--- src/rtl/param_updown_counter.sv ---
// param_updown_counter: parametrised up/down counter.
// It supports a programmable inclusive limit, a parallel load, and wrap or saturate at the boundary.
// tc is a one-cycle pulse on each boundary step. ovf is a sticky boundary flag, cleared by clr_ovf.
// Optional build macro COUNTER_PRESCALE_EN: with it defined, the counter steps once every PRESCALE enabled cycles.
module param_updown_counter #(
  parameter int unsigned WIDTH    = 5,
  parameter bit          WRAP     = 1'b1,
  parameter int unsigned RST_VAL  = 0,
  parameter int unsigned PRESCALE = 4
) (
  input  logic             clk,
  input  logic             rst_,
  input  logic [WIDTH-1:0] data,
  input  logic             load,
  input  logic             enable,
  input  logic             up,
  input  logic [WIDTH-1:0] limit,
  input  logic             clr_ovf,
  output logic [WIDTH-1:0] count,
  output logic             tc,
  output logic             ovf
);

  // Elaboration-time sanity checks on the configuration
  if (WIDTH < 2) begin : g_bad_width
    $error("param_updown_counter: WIDTH must be >= 2");
  end
  if (PRESCALE < 2) begin : g_bad_prescale
    $error("param_updown_counter: PRESCALE must be >= 2");
  end

  logic             step;
  logic             bnd;
  logic [WIDTH-1:0] count_nx;
  logic             ovf_nx;

`ifdef COUNTER_PRESCALE_EN
  localparam int unsigned PW = $clog2(PRESCALE);

  logic [PW-1:0] psc;
  logic          psc_last;

  assign psc_last = (psc == PW'(PRESCALE - 1));

  // Prescaler: counts enabled cycles and restarts on every step, load and reset
  always_ff @(posedge clk) begin
    if (!rst_) begin
      psc <= '0;
    end else if (load) begin
      psc <= '0;
    end else if (enable) begin
      psc <= psc_last ? '0 : psc + PW'(1);
    end
  end

  assign step = enable & ~load & psc_last;
`else
  assign step = enable & ~load;
`endif

  // Next count, boundary detection and sticky flag update
  always_comb begin
    count_nx = count;
    bnd      = 1'b0;
    ovf_nx   = ovf;
    if (load) begin
      count_nx = (data > limit) ? limit : data;
    end else if (step) begin
      if (up) begin
        if (count < limit) begin
          count_nx = count + WIDTH'(1);
        end else begin
          bnd      = 1'b1;
          count_nx = WRAP ? '0 : limit;
        end
      end else begin
        if (count == '0) begin
          bnd      = 1'b1;
          count_nx = WRAP ? limit : '0;
        end else if (count > limit) begin
          // limit lowered below the count: snap down, no boundary
          count_nx = limit;
        end else begin
          count_nx = count - WIDTH'(1);
        end
      end
    end
    // a set wins over a clear in the same cycle
    if (bnd) begin
      ovf_nx = 1'b1;
    end else if (clr_ovf) begin
      ovf_nx = 1'b0;
    end
  end

  // Output registers with synchronous active-low reset
  always_ff @(posedge clk) begin
    if (!rst_) begin
      count <= WIDTH'(RST_VAL);
      tc    <= 1'b0;
      ovf   <= 1'b0;
    end else begin
      count <= count_nx;
      tc    <= bnd;
      ovf   <= ovf_nx;
    end
  end

endmodule
--- config.mk ---
export PLATFORM = sky130hd
export DESIGN_NAME = param_updown_counter
export DESIGN_NICKNAME = d
export VERILOG_FILES = /design/src/rtl/param_updown_counter.sv
export SDC_FILE = /design/constraint.sdc
export NUM_CORES = 1
export LEC_CHECK = 0
export BUFFER_PORTS_ARGS = -buffer_cell sky130_fd_sc_hd__buf_2
export CORE_UTILIZATION = 40
export DETAILED_ROUTE_END_ITERATION = 8
export PLACE_DENSITY = 0.69
export SYNTH_ARGS = -nofsm -noshare
export SYNTH_HDL_FRONTEND = slang
export SYNTH_SLANG_ARGS = --single-unit
--- constraint.sdc ---
create_clock -name clk -period 3 [get_ports clk]
set_clock_uncertainty 0.15 [all_clocks]
set_input_delay 0 -clock clk [delete_from_list [all_inputs] [get_ports clk]]
set_output_delay 0 -clock clk [all_outputs]
set_load 0.005 [all_outputs]
==> metrics.md <==
| Metric | Value |
|---|---|
| Post-synth ARST share | 0% |
| Max layer used | met3 |
| GR Util All Layers | 23.09% |
| Crit Reg-Reg Endpoint | count[2] |
| Share of cells above drive strength 1 | 27.94% |
| Post-synth EDFFs | 0 |
| CP Class | primary input to flop |
| Port Buf Inserts | 22 |
| Die width | 47.02 um |
| Vias in the first global route | 819 |
| Diodes inserted | 0 |
| Failing checks | hold timing |
| Post-route ant nets | 0 |
| Mapped Nets | 126 |
| Worst setup path endpoint | count[2] |
| Root buffer cell | clkbuf_4 |
| Synth Instances | 98 |
| Ys flop type | dfxtp_1 |
| CP Data Required Time | 2.99 ns |
| Startpoint types | primary input |
| Yosys warns | 0 |
| Setup violators final | 0 |
| Site row count | 15 |
| CP Data Arrival Time | 2.77 ns |
| Period utilisation layout | 92.71% |
| Antenna violations before repair | 0 |
| Yosys reg bits | 7 |
| CP Max Fanout | 6 |
| Die Height | 47.02 um |
| H-Tree Depth | 1 |
| I/O pin count | 23 |
| Crit path cell chain | dlygate4sd3_1, buf_2, ha_1, nand4_1, mux2i_1, a21oi_2, mux2_1, a221oi_1, o31ai_1, dlygate4sd3_1 |
| Routed length on met1 | 1052 um |
| Detailed-route via count | 886 |
| Final worst-path setup slack | 0.2187 ns |
| Reg clk slew, reported paths | 0.06 ns |
| Area growth, synth to finish | 37.04% |
| Dpl cells | 143 |
| IR drop worst, VDD | 354.7 uV |
| Pwr/cell area | 364.3 nW/um^2 |
| Most used cell, CP | dlygate4sd3_1 |
| Dpl hpwl | 1659 um |
| Gr ovfl total | 0 |
| Status | finished, violations left |
| Worst-margin pin slew | 0.6042 ns |
| Worst hold path type | primary input to flop |
| Slew Viols, Final | 0 |
| Clock Path Buffers | 2 |
| Sum Neg Setup Slack | 0 ns |
| Critical path's largest stage delay | 0.57 ns |
| TritonCTS Sinks | 7 |
| Most frequent cells in the layout | buf_2, dlygate4sd3_1, ha_1 |
| Via density per instance | 5.503 |
| Maxcap violations | 0 |
| Global-route wire length before repair | 3581 um |
| Slowest-stage cell, CP | dlygate4sd3_1 |
| Max-slew headroom | 59.63% |
| Util after Layout | 61.03% |
| Minimum clock period after layout | 2.781 ns |
| Number of buffers created by CTS | 3 |
| Number of remaining DRC errors | 0 |
| Unrepaired setup endpoints after global routing | false |
| Netlist cell types | 42 |
| R2R Setup Slk | 0.36 ns |
| TritonCTS clock tree | yes |
| CP startpoint | limit[0] |
| Peak Freq | 359.5 MHz |
| DIE AREA | 2211 sq um |
| Final Hold Fails | 1 |
| Mapped Avg Cell Area | 8.273 sq um |
| Largest net degree at the start of global routing | 12 |
| R2R cell count | 8 |
| 1st-iter DRT viols | 12 |
| Routed len/inst | 13.61 um |
| Most common cell after layout, fill and taps aside | buf_2 |
| Non-filler cells, final | 161 |
| Min Hold Slack | -0.02879 ns |
| Final Wtd Congestion | 0.9446 |
| Post-synthesis sequential area ratio | 17.28% |
| Post-layout nets | 165 |
| Drt pass-1 iters | 4 |
| Routed wire length | 2192 um |
| Mapped Area | 810.8 sq um |
| Starting density of the core | 44.54% |
| Wire length on met2 | 1058 um |
| DP Worst Slack | 0.7132 ns |
| RR Startpoint | count[1] |
| Clk Latency, worst-skew pair | 0.26 ns |
| Core area | 1821 sq um |
| Critical Path Sink Type | flop |
| Leak | 0.5479 nW |
| Wire length on met3 | 81 um |
-- worst max-delay path, delay by kind of cell --
family	cells	cell delay, ns
AOI/OAI and AO/OA	3	0.71
adders and majority gates	1	0.27
buffers and inverters	3	1.25
muxes	2	0.46
and+or+nand+nor	1	0.09
-- flip-flops by register name (all words and copies together) (netlist names) --
signal,cells
tc,1
ovf,1
count,5
-- Yosys cell counts, types with 2 or more instances --
| master | count | area [sq um] |
|---|---|---|
| mux2_1 | 2 | 22.52 |
| inv_1 | 11 | 41.29 |
| nand2_1 | 6 | 22.52 |
| nand3_1 | 3 | 15.01 |
| mux2i_1 | 3 | 30.03 |
| dfxtp_1 | 7 | 140.1 |
| mux2_2 | 2 | 22.52 |
| ha_1 | 12 | 150.1 |
| nor3_1 | 3 | 15.01 |
| nor2_1 | 5 | 18.77 |
| or2_2 | 2 | 12.51 |
| o21ai_0 | 3 | 15.01 |
| nand3b_1 | 2 | 15.01 |
| nand4_1 | 2 | 12.51 |
| a221oi_1 | 2 | 17.52 |
| a21oi_1 | 6 | 30.03 |
| nor3b_1 | 2 | 15.01 |
-- what timing repair did --
item	4_1_cts	5_1_grt
buffers inserted	0	2
resized for setup	0	2
setup endpoints to repair	0	2
hold buffers	13	0
hold endpoints to repair	7	0
-- through the flow --
step | area, sq um | power (W)
after floorplan | 810.8 | 0.0002418
after global placement | 935.9 | 0.0002846
after detailed placement | 935.9 | 0.0002884
after CTS | 1094 | 0.0003951
after global routing | 1111 | 0.0004334
final | 1111 | 0.0004047
-- cell type report --
| type | instances | area, sq um |
|---|---|---|
| Multi-Input combinational cell | 78 | 625.6 |
| Tap cell | 25 | 31.28 |
| Clock inverter | 1 | 5.005 |
| Inverter | 11 | 41.29 |
| Timing Repair Buffer | 36 | 245.2 |
| Fill cell | 173 | 709.4 |
| Clock buffer | 3 | 22.52 |
| Sequential cell | 7 | 140.1 |
-- layer usage --
metal  GRT usage [%]  vias to the layer above
li1                -                      448
met1           30.88                      421
met2           37.50                       17
met3           6.923                        0
met4           3.429                        0
met5               0                        -
-- power by group --
group | switching, W | internal [W]
combinational | 0.0000919 | 0.000100
clock | 0.0000412 | 0.0000491
sequential | 0.0000200 | 0.000102
total | 0.000153 | 0.000252
-- worst min path at each step --
| stage | startpoint | to | slack [ns] | depth (start not counted) |
|---|---|---|---|---|
| after floorplan | rst_ | ovf | -0.01 | 2 |
| after global placement | rst_ | ovf | 0.13 | 3 |
| after detailed placement | clr_ovf | ovf | 0.15 | 3 |
| after CTS | data[1] | count[1] | 0.008 | 4 |
| after global routing | limit[3] | count[3] | 0.02 | 3 |
| final | limit[3] | count[3] | -0.03 | 3 |
-- kinds of logic (layout without fill, tap and decap cells) --
kind of cell,after synthesis,after routing,share of synthesized area (%)
buffers and inverters,13,51,7.098
AND/OR/NAND/NOR,30,30,20.22
multiplexers,7,7,9.259
flip-flops,7,7,17.28
adder cells (fa/ha/maj),12,12,18.52
AO/OA/AOI/OAI,27,27,25.46
XOR/XNOR,2,2,2.161
Note: power is estimated with default switching activity, not from simulation.
